## src/rtl/fdiv_pkg.sv

```systemverilog
// fdiv_pkg: shared constants and FSM state type for the sequential
// single-precision divider (fdiv) and its normalizer (fnorm).
package fdiv_pkg;

    localparam int BIAS      = 127;
    localparam int EXP_MAX   = 255;
    localparam int QBITS_DEF = 26;

    typedef enum logic [1:0] {
        IDLE = 2'd0,
        NORM = 2'd1,
        DIV  = 2'd2,
        PACK = 2'd3
    } state_t;

endpackage

```

## src/rtl/fnorm.sv

```systemverilog
// fnorm: combinational 24-bit leading-zero count and left normalize.
//   m   : input significand (hidden bit in bit 23)
//   sig : m shifted left so that bit 23 is set (all zero when m is zero)
//   lz  : number of leading zeros in m (24 when m is zero)
module fnorm
    import fdiv_pkg::*;
(
    input  logic [23:0] m,
    output logic [23:0] sig,
    output logic [4:0]  lz
);

    // Scanning upward lets the highest set bit overwrite lower ones.
    always_comb begin
        lz = 5'd24;
        for (int i = 0; i < 24; i++) begin
            if (m[i]) lz = 5'(23 - i);
        end
        sig = m << lz;
    end

endmodule

```

## src/rtl/fdiv.sv

```systemverilog
// fdiv: sequential IEEE-754 single-precision divider, y = x1 / x2.
// Radix-2 restoring division, one quotient bit per clock, fixed latency
// of QBITS+2 cycles from the accepted start edge to the done pulse.
// Denormal inputs accepted, result truncated, denormal results produced,
// overflow saturates to signed infinity. No Inf/NaN decoding.
//   clk, rst : clock, synchronous active-high reset
//   start    : request, sampled only while busy=0
//   x1, x2   : dividend / divisor, captured on the accepted start edge
//   busy     : operation in flight
//   done     : one-cycle pulse when y/ovf/dz update
//   y        : quotient, held until the next done
//   ovf, dz  : exponent overflow / divide by zero, held with y
module fdiv
    import fdiv_pkg::*;
#(
    parameter int QBITS = QBITS_DEF
) (
    input  logic        clk,
    input  logic        rst,
    input  logic        start,
    input  logic [31:0] x1,
    input  logic [31:0] x2,
    output logic        busy,
    output logic        done,
    output logic [31:0] y,
    output logic        ovf,
    output logic        dz
);

    localparam int CW = $clog2(QBITS);
    localparam logic signed [9:0] BIAS_S = 10'(BIAS);
    localparam logic signed [9:0] EMAX_S = 10'(EXP_MAX);

    state_t state, state_nx;
    logic [CW-1:0] cnt;

    logic [31:0]        a1, a2;
    logic [24:0]        r;
    logic [QBITS-1:0]   q;
    logic signed [9:0]  eq;

    logic        ss, z1, z2;
    logic [7:0]  e1, e2, e1eff, e2eff;
    logic [23:0] m1n, m2n;
    logic [4:0]  lz1, lz2;
    logic signed [9:0] ea1, ea2;

    assign ss = a1[31] ^ a2[31];
    assign z1 = (a1[30:0] == 31'd0);
    assign z2 = (a2[30:0] == 31'd0);
    assign e1 = a1[30:23];
    assign e2 = a2[30:23];
    assign e1eff = (e1 == 8'd0) ? 8'd1 : e1;
    assign e2eff = (e2 == 8'd0) ? 8'd1 : e2;

    fnorm u_norm1 (.m({e1 != 8'd0, a1[22:0]}), .sig(m1n), .lz(lz1));
    fnorm u_norm2 (.m({e2 != 8'd0, a2[22:0]}), .sig(m2n), .lz(lz2));

    assign ea1 = signed'({2'b00, e1eff}) - signed'({5'b00000, lz1});
    assign ea2 = signed'({2'b00, e2eff}) - signed'({5'b00000, lz2});

    assign busy = (state != IDLE);

    // ---- control FSM ----
    always_ff @(posedge clk) begin
        if (rst) state <= IDLE;
        else     state <= state_nx;
    end

    always_comb begin
        state_nx = state;
        case (state)
            IDLE: if (start) state_nx = NORM;
            NORM: state_nx = DIV;
            DIV:  if (cnt == CW'(QBITS - 1)) state_nx = PACK;
            PACK: state_nx = IDLE;
            default: state_nx = IDLE;
        endcase
    end

    always_ff @(posedge clk) begin
        if (rst)               cnt <= '0;
        else if (state == NORM) cnt <= '0;
        else if (state == DIV)  cnt <= cnt + 1'b1;
    end

    // ---- datapath: capture, normalize, iterate ----
    logic        ge;
    logic [24:0] r_dif;

    assign ge    = (r >= {1'b0, m2n});
    assign r_dif = ge ? (r - {1'b0, m2n}) : r;

    always_ff @(posedge clk) begin
        case (state)
            IDLE: if (start) begin
                a1 <= x1;
                a2 <= x2;
            end
            NORM: begin
                r  <= {1'b0, m1n};
                q  <= '0;
                eq <= ea1 - ea2 + BIAS_S;
            end
            DIV: begin
                r <= r_dif << 1;
                q <= {q[QBITS-2:0], ge};
            end
            default: ;
        endcase
    end

    // ---- pack: select significand, classify exponent ----
    logic signed [9:0] e_p, sh;
    logic [23:0]       sig_p;
    logic [31:0]       y_nx;
    logic              ovf_nx, dz_nx;

    always_comb begin
        // q lies in (0.5, 2); top bit decides whether one more shift is needed.
        sig_p  = q[QBITS-1] ? 24'(q >> (QBITS - 24)) : 24'(q >> (QBITS - 25));
        e_p    = q[QBITS-1] ? eq : eq - 10'sd1;
        sh     = 10'sd1 - e_p;
        y_nx   = {ss, 31'd0};
        ovf_nx = 1'b0;
        dz_nx  = 1'b0;
        if (z2) begin
            y_nx  = {ss, 8'hFF, 23'd0};
            dz_nx = 1'b1;
        end else if (z1) begin
            y_nx = {ss, 31'd0};
        end else if (e_p >= EMAX_S) begin
            y_nx   = {ss, 8'hFF, 23'd0};
            ovf_nx = 1'b1;
        end else if (e_p >= 10'sd1) begin
            y_nx = {ss, e_p[7:0], sig_p[22:0]};
        end else if (e_p > -10'sd23) begin
            y_nx = {ss, 8'h00, 23'(sig_p >> sh)};
        end
    end

    always_ff @(posedge clk) begin
        if (rst) begin
            done <= 1'b0;
            y    <= '0;
            ovf  <= 1'b0;
            dz   <= 1'b0;
        end else begin
            done <= (state == PACK);
            if (state == PACK) begin
                y   <= y_nx;
                ovf <= ovf_nx;
                dz  <= dz_nx;
            end
        end
    end

endmodule

```

## config.mk

```make
export PLATFORM = sky130hd
export DESIGN_NAME = fdiv
export DESIGN_NICKNAME = d
export VERILOG_FILES = /design/src/rtl/fdiv_pkg.sv /design/src/rtl/fnorm.sv /design/src/rtl/fdiv.sv
export SDC_FILE = /design/constraint.sdc
export NUM_CORES = 1
export LEC_CHECK = 0
export CAP_MARGIN = 40
export CORE_ASPECT_RATIO = 1.1
export CORE_MARGIN = 2
export CORE_UTILIZATION = 40
export DETAILED_ROUTE_END_ITERATION = 8
export MAX_ROUTING_LAYER = met4
export PLACE_DENSITY = 0.58
export REMOVE_ABC_BUFFERS = 1
export SYNTH_ARGS = -nofsm -noshare
export SYNTH_HDL_FRONTEND = slang
export SYNTH_SLANG_ARGS = --single-unit
```

## constraint.sdc

```tcl
create_clock -name clk -period 12.8 [get_ports clk]
set_input_delay 1.28 -clock clk [delete_from_list [all_inputs] [get_ports clk]]
set_output_delay 1.28 -clock clk [all_outputs]
set_load 0.01 [all_outputs]
```

[Word level (Yosys, flattened, before mapping)]
Index checks and enable logic that the tools add are counted.
Cells by class
  $add $sub $neg: 8
  $lt $le $gt $ge: 4
  equality and inequality tests: 6
  shift operators: 3
  multiplexer cells: 67
  bitwise logic cells: 1
  reductions and logical operators: 12
Operators with widths (count)
  $mux W5: 32
  $mux W31: 4
  $mux W4: 16
  $logic_not A31 Y1: 2
  $pmux W26 S2: 1
  $pmux W25 S2: 1
  $mux W24: 2
  $shl A24 B5 Y24: 2
  $ge A25 B24 Y1: 1
  $shr A24 B10 Y23: 1
  $sub A24 B24 Y24: 1
  $mux W23: 1
  $sub A8 B5 Y9: 2
  $logic_not A8 Y1: 2
  $mux W8: 2
  $reduce_bool A8 Y1: 2
  $add A10 B8 Y10 const B: 1
  $ge A10 B2 Y1 const B: 1
  $ge A10 B9 Y1 const B: 1
  $gt A10 B6 Y1 const B: 1
  $mux W10: 1
  $sub A10 B2 Y10 const B: 1
  $sub A2 B10 Y10 const A: 1
  $sub A9 B9 Y10: 1
  13 further kinds: 21
Storage, ports and cells
  register bits after elaboration: 167
  input bits: 67
  output and inout port bits: 36
  logic and storage cells: 112

[Depth between registers and ports, before layout]
Gate-level depths: netlist (run 1).
  word-level depth: 28
  depth in mapped cells: 25
  mapped depth without buffers: 23

[Modules after synthesis]
From an unflattened synthesis (run 1), not the netlist that was laid out.
Second synthesis, totals
  cells, all modules: 1555
  area total of the unflattened synthesis: 13832.0 um^2
Modules (own cells, without submodules)
  fdiv: instances 1, cells each 1111, area each 10761.6 um^2, seq. area each 4594.4 um^2
  fnorm: instances 2, cells each 222, area each 1535.2 um^2, seq. area each 0.0 um^2

[Least setup slack after synthesis (run 1)]
OpenSTA, ideal clock, no wires.
  path type: register to register
  start point: reg a2[28]
  end point: reg r[16] (data pin)
  library setup time: 0.160 ns
  data arrival time: 5.574 ns
  data required time: 12.640 ns
  setup slack: 7.065 ns
  stages on the path, launching flop included: 23
  path buffers: 5
  period minus slack after synthesis: 5.735 ns
  cells stage by stage: edfxtp_1 -> or4_4 -> or2_1 -> buf_2 -> nor4b_2 -> o31a_1 -> buf_2 -> buf_2 -> mux2i_1 -> mux2_2 -> o21ai_0 -> a22oi_1 -> ha_1 -> nor3_1 -> nand2b_1 -> o311ai_0 -> o21ai_0 -> a21oi_1 -> or2_2 -> clkbuf_1 -> clkbuf_1 -> nand2_1 -> a41oi_1
Between the ends
  longest elaborated chain between the ends: 6
  elaborated cells on any way between the ends: 7
  classes of those cells: 1 x add/sub; 1 x order compare; 1 x shift; 3 x mux; 1 x reduce/logical
Ends and longest elaborated chain
  from (decl): RTL line fdiv.sv:37  | logic [31:0] a1, a2;
  from (signal assigned): RTL line fdiv.sv:98  | a2 <= x2;
  $reduce_bool A8 Y1 (*): RTL line fdiv.sv:57  | fnorm u_norm2 (.m({e2 != 8'd0, a2[22:0]}), .sig(m2n), .lz(lz2));
  $mux W5: RTL line fnorm.sv:17  | if (m[i]) lz = 5'(23 - i);
  $shl A24 B5 Y24 (*): RTL line fnorm.sv:19  | sig = m << lz;
  $sub A24 B24 Y24 or $ge A25 B24 Y1 (tied branches): RTL line fdiv.sv:92, fdiv.sv:91
  $mux W24 (*): RTL line fdiv.sv:92  | assign r_dif = ge ? (r - {1'b0, m2n}) : r;
  $pmux W25 S2 (*): RTL line fdiv.sv:95  | case (state)
  to (signal assigned): RTL line fdiv.sv:101  | r <= {1'b0, m1n};
  to (signal assigned): RTL line fdiv.sv:106  | r <= r_dif << 1;
  to (decl): RTL line fdiv.sv:38  | logic [24:0] r;
Every way passes the cells marked *; elsewhere a longest branch is shown, timed or not.
A chain may end at the register's enable or synchronous reset.

[Worst setup path in the final report (run 1)]
  start point: reg a2[28]
  end point: reg r[1] (data pin)
Same word-level chain as after synthesis.

==> summary.txt, run 1 <==
Synth
  – Synthesized instance count: 1423
  – Yosys top cell area share: 0.288
  – Register bit total from synthesis: 167
  – Post-synthesis sequential area ratio: 0.353
  – Top_reg_cell synth: edfxtp_1
  – Mapped Area: 13000 sq um
  – EDFF count, synth: 125
  – Area leader, netlist: edfxtp_1
  – Unique masters post-synth: 81
  – Synth area leaders: edfxtp_1, mux2i_1, dfxtp_1
  – Syn_area_per_cell: 9.14 sq um
  – Synth warnings: 0
  – Async SR Flop Fraction: 0

Global route
  – GRT overflow: 0
  – Largest net degree at the start of global routing: 65
  – First-pass GRT wire length: 58.0 mm
  – Initial antenna violation count: 0
  – Vias in the first global route: 10652
  – GRT Overall Usage: 0.224

Clock network
  – CTS tree: yes
  – Post-cts sizing count: 0
  – Setup Buffers After CTS: 0
  – CTS max path bufs: 2
  – CTS H-tree depth: 4
  – Clock slew seen by the registers of the worst setup and hold paths: 0.07 ns
  – Root Driver: clkbuf_16
  – Post-CTS Hold Buffers: 0
  – Clk_lat worst skew: 0.44 ns
  – Clk sinks: 167
  – CTS Buf Count: 17

Power and ir drop
  – Tot Pwr: 3.86 mW
  – Register share of total power: 0.271
  – P_leak: 5.59 nW
  – Pint: 2.07 mW
  – Worst VDD drop: 0.139 mV
  – Switch share: 0.465
  – Gate power share: 0.591
  – Clock share of power: 0.138
  – Net Switching: 1.79 mW
  – PwrDens: 258 nW/um^2

Timing
  – Setup TNS: 0 ns
  – Fin. Hold Viols: 0
  – Fin crit period: 6.54 ns
  – Relative slew slack: 0.410
  – Final setup vio count: 0
  – Worst Skew: 0.0121 ns
  – Max-slew violations: 0
  – Hold Worst Slack: 0.470 ns
  – Crit share post-route: 0.511
  – Slew @ Worst Pin: 0.883 ns
  – RSZ-0062 raised after global routing: no
  – Fmax achieved: 153 MHz
  – Final worst slack: 6.26 ns

Worst setup path
  – Crit Path Max Fanout: 25
  – CP arrival: 6.73 ns
  – Delay of the slowest critical-path stage: 0.58 ns
  – Crit-path leading delay family: compound AO/OA/AOI/OAI gates
  – WS Path Type: flop to flop
  – Critical Path RT: 12.99 ns
  – Cell Chain, Critical Path: or4_4 -> or2_1 -> nor4b_2 -> o31a_1 -> buf_4 -> mux2i_1 -> o21ai_0 -> mux2_2 -> a22oi_1 -> ha_1 -> a21oi_1 -> o21bai_1 -> a21oi_1 -> nor3b_1 -> o21ai_0 -> a21oi_1 -> or2_2 -> o21ai_0 -> a22o_1
  – CP endpoint kind: flop
  – Max stage delay cell, worst path: or4_4
  – CP Launch Type: flop
  – Worst path bufs/invs: 1

Outcome
  – Status: completed

Final layout
  – Number of fillers in the final layout: 3144
  – Area grow syn2layout: 15.2%
  – Diode count: 0
  – Layout cells sized above 1: 0.0711
  – Nets: 1610
  – Post-route design area: 15000 sq um
  – Leading cell types in the layout, fill and taps excluded: mux2i_1, nor2_1, edfxtp_1, a21oi_1, clkdlybuf4s50_1
  – Leading cell type in the layout, fill and taps excluded: mux2i_1

Detailed routing
  – Total number of vias: 11122
  – Antenna viol nets, final: 0
  – Post-Route WL: 36.5 mm
  – DRC Markers: 0
  – WL/cell: 19.0 microns
  – Drt initial violations: 925
  – Vias per cell: 5.80
  – Drt first pass iters: 5

Placed design
  – Post-DP Area: 14400 sq um
  – DP Worst Slack: 6.39 ns
  – Post-DP HPWL: 28.0 mm
  – PortBufs: 102
  – GPL Wtd Cong: 0.953

Floorplan
  – Cell row count: 69
  – Core Region: 32200 sq um
  – Initial Util: 0.404
  – Die area: 34000 sq um
  – DIE HEIGHT: 193 microns
  – Die width: 176 microns
  – Io pins: 103

Min path
  – Hold crit path type: flop to flop

Job
  – Max Cap Violations: 0
[registers in the layout, indices dropped and copies added, names as in the netlist]
| name | cells |
|---|---|
| r | 25 |
| cnt | 5 |
| eq | 10 |
| y | 32 |
| a2 | 32 |
| state | 2 |
| dz | 1 |
| done | 1 |
| q | 26 |
| a1 | 32 |
| ovf | 1 |
[metrics by stage]
step	cells	util
global route	1917	0.466
CTS	1917	0.466
detailed placement	1885	0.447
global placement	1882	0.446
floorplan	1338	-
finish	1917	0.466
[routing by layer]
layer  up-vias  share of wire  global-route usage
met5         -              0                   -
met4         0          0.032              0.0871
met3        65          0.034              0.0208
met2       320           0.49               0.388
met1      5246           0.44               0.270
li1       5491              -                   -
[cell families (layout without fill, tap and decap cells)]
kind of cell             Yosys count  after routing  share of synthesized area
AND/OR/NAND/NOR                  445            445                      0.172
multiplexers                     150            150                      0.123
buffers and inverters            135            203                     0.0400
flip-flops                       167            167                      0.353
adder cells (fa/ha/maj)           65             65                     0.0648
XOR/XNOR                          51             51                     0.0349
AO/OA/AOI/OAI                    410            410                      0.213
[power groups by stage]
stage                     Clock, mW  Sequential [mW]  Combinational [mW]
final                         0.532             1.05                2.28
after global routing          0.564             1.07                2.52
after CTS                     0.544             1.04                2.27
after detailed placement          0             1.05                2.26
after global placement            0             1.05                2.23
after floorplan                   0             1.03                1.64
[worst paths after layout]
kind	start	endpoint	slack, ns	depth (start not counted)
worst min register to register	y[12]	y[12]	0.47	2
worst min-delay path	y[12]	y[12]	0.47	2
worst max register to register	a2[28]	r[1]	6.26	19
worst max-delay path	a2[28]	r[1]	6.26	19
[area by class of cell]
class / instances / area (sq um) / area share
tap: 426 / 533 / 0.0355
sequential: 167 / 4590 / 0.306
multi-input combinational: 1121 / 7910 / 0.528
inverter: 50 / 188 / 0.0125
timing repair buffer: 121 / 1170 / 0.0778
clock buffer: 25 / 551 / 0.0367
clock inverter: 7 / 51.3 / 0.00342
[Yosys cell counts, drive strengths merged (25+ instances only)]
cell / number
nor3: 34
nor2: 128
dfxtp: 42
nand2: 93
edfxtp: 125
clkbuf: 63
inv: 50
and2: 41
nand3: 28
a21oi: 121
mux2i: 128
a211oi: 25
o21ai: 70
xnor2: 36
ha: 61
[tightest hold or removal path, delay by kind of cell (launching register included)]
| family | cells | cell delay (ns) |
|---|---|---|
| DFF | 1 | 0.33 |
| and+or+nand+nor | 1 | 0.05 |
| AOI/OAI and AO/OA | 1 | 0.06 |
No activity file was read; power rests on OpenSTA's default activity.
==> run 2, diff against run 1 <==
Settings changed: PLACE_DENSITY 0.58 to 0.61.
Clock period 12.8 ns to 5.36 ns, I/O delays scaled along.
==> summary.txt, run 2 (synthesis results as in run 1) <==
Job
  – Max Cap Violations: 0

Worst setup path
  – WS Path Type: flop to flop
  – CP arrival: 5.52 ns
  – Delay of the slowest critical-path stage: 0.55 ns
  – CP endpoint kind: flop
  – Max stage delay cell, worst path: or4_4
  – CP Launch Type: flop
  – Worst-case reg-to-reg path depth: 18
  – Cell Chain, Critical Path: or4_4 -> or2_4 -> nor4b_4 -> o31a_1 -> clkbuf_16 -> mux2i_4 -> mux2i_2 -> mux2i_1 -> inv_1 -> a22oi_2 -> ha_1 -> nand4_1 -> or4_4 -> o211ai_1 -> a21oi_2 -> or2_4 -> or4_1 -> a32oi_1
  – Crit Path Max Fanout: 7
  – R2R Path End: r[20]
  – Reg2reg setup slack: 0.14 ns
  – Crit Reg-Reg Startpoint: a2[24]
  – Critical Path RT: 5.65 ns

Global route
  – First-pass GRT wire length: 60.3 mm
  – Initial antenna violation count: 0
  – Largest net degree at the start of global routing: 65
  – GRT overflow: 0
  – GRT Overall Usage: 0.232
  – Vias in the first global route: 11190

Final layout
  – Leading cell types in the layout, fill and taps excluded: edfxtp_1, nor2_1, buf_4, a21oi_1, mux2i_1
  – Nets: 1713
  – Diode count: 0
  – Area grow syn2layout: 24.0%
  – Layout cells sized above 1: 0.163
  – Leading cell type in the layout, fill and taps excluded: edfxtp_1
  – Fin util: 0.501
  – Biggest regs: a1 (32), a2 (32), y (32)

Min path
  – Worst Hold Depth: 2
  – Hold crit path type: flop to flop
  – Worst Hold End: y[15]
  – Hold Crit Start: y[15]

Clock network
  – Clk sinks: 167
  – CTS H-tree depth: 4
  – Root Driver: clkbuf_16
  – CTS tree: yes
  – Clock slew seen by the registers of the worst setup and hold paths: 0.07 ns
  – CTS Buf Count: 17
  – Clk_lat worst skew: 0.45 ns
  – CTS max path bufs: 2
  – Post-CTS Hold Buffers: 0

Timing
  – Fmax achieved: 191 MHz
  – Slew @ Worst Pin: 0.903 ns
  – Worst Skew: 0.0152 ns
  – Crit share post-route: 0.975
  – Fin crit period: 5.22 ns
  – Max-slew violations: 0
  – RSZ-0062 raised after global routing: yes
  – Final setup vio count: 0
  – Relative slew slack: 0.396
  – Fin. Hold Viols: 0
  – Setup TNS: 0 ns

Placed design
  – PortBufs: 102
  – Post-DP HPWL: 29.5 mm
  – GPL Wtd Cong: 0.986

Floorplan
  – Core Region: 32200 sq um
  – Initial Util: 0.404
  – Die width: 176 microns
  – DIE HEIGHT: 193 microns
  – Cell row count: 69
  – Io pins: 103
  – Die area: 34000 sq um

Power and ir drop
  – PwrDens: 619 nW/um^2
  – Worst VDD drop: 0.391 mV
  – P_leak: 6.15 nW
  – Tot Pwr: 9.98 mW

Detailed routing
  – WL/cell: 19.0 microns
  – Post-Route WL: 38.4 mm
  – Total number of vias: 11661
  – Drt initial violations: 870
  – DRC Markers: 0
  – Drt first pass iters: 5
  – Vias per cell: 5.77
  – Antenna viol nets, final: 0

Outcome
  – Status: completed
[run 2: worst max-delay path by stage]
stage                       end  slack (ns)  cells past startpoint    from
after CTS                  r[5]        0.02                     22  a2[28]
final                     r[20]        0.14                     18  a2[24]
after global placement    r[20]       -0.16                     19  a2[28]
after global routing      r[20]       -0.08                     20  a2[24]
after floorplan           r[19]       -0.72                     17  a2[28]
after detailed placement  r[24]       -0.18                     21  a2[28]
[run 2: final cells by class]
class / instances / area [sq um]
clock inverters: 11 / 91.3
clock buffers: 21 / 526
multi-input cells: 1122 / 8230
repair buffers: 223 / 1980
fillers: 3000 / 16100
flip-flops and latches: 167 / 4590
well taps: 426 / 533
inverters: 50 / 188
[run 2: stage by stage]
step	hold slack, ns	setup WS (ns)	cells	instance area (sq um)
after floorplan	0.484	-0.718	1338	12700
after global placement	0.452	-0.159	1975	15100
after detailed placement	0.452	-0.182	1975	15100
after CTS	0.475	0.0222	2007	15700
after global routing	0.499	-0.0783	2020	16100
final	0.470	0.136	2020	16100
[run 2: routing by layer]
layer	share of wire	GRT usage	wire, microns
met3	0.036	0.0267	1370
met5	0	-	0
met2	0.49	0.395	18800
met4	0.035	0.0909	1340
met1	0.44	0.283	17000
[run 2: repair_timing]
item                       CTS  global route
setup buffers                0            11
gates cloned                 0             2
pin swaps                    0            20
setup endpoints to repair   23            26
resized for setup            7            62
[run 2: where the power goes]
part / switching [mW] / total, mW / internal (mW)
Clock: 0.589 / 1.31 / 0.717
Sequential: 0.489 / 2.51 / 2.02
Combinational: 3.48 / 6.17 / 2.68
Total: 4.56 / 9.98 / 5.42
[run 2: critical path, delay by kind of cell (launching register included)]
family                     cells  cell delay (ns)
buffers and inverters          2             0.33
AOI/OAI and AO/OA              5             1.05
adders and majority gates      1             0.18
and+or+nand+nor                7             2.56
DFF                            1             0.39
muxes                          3             0.57
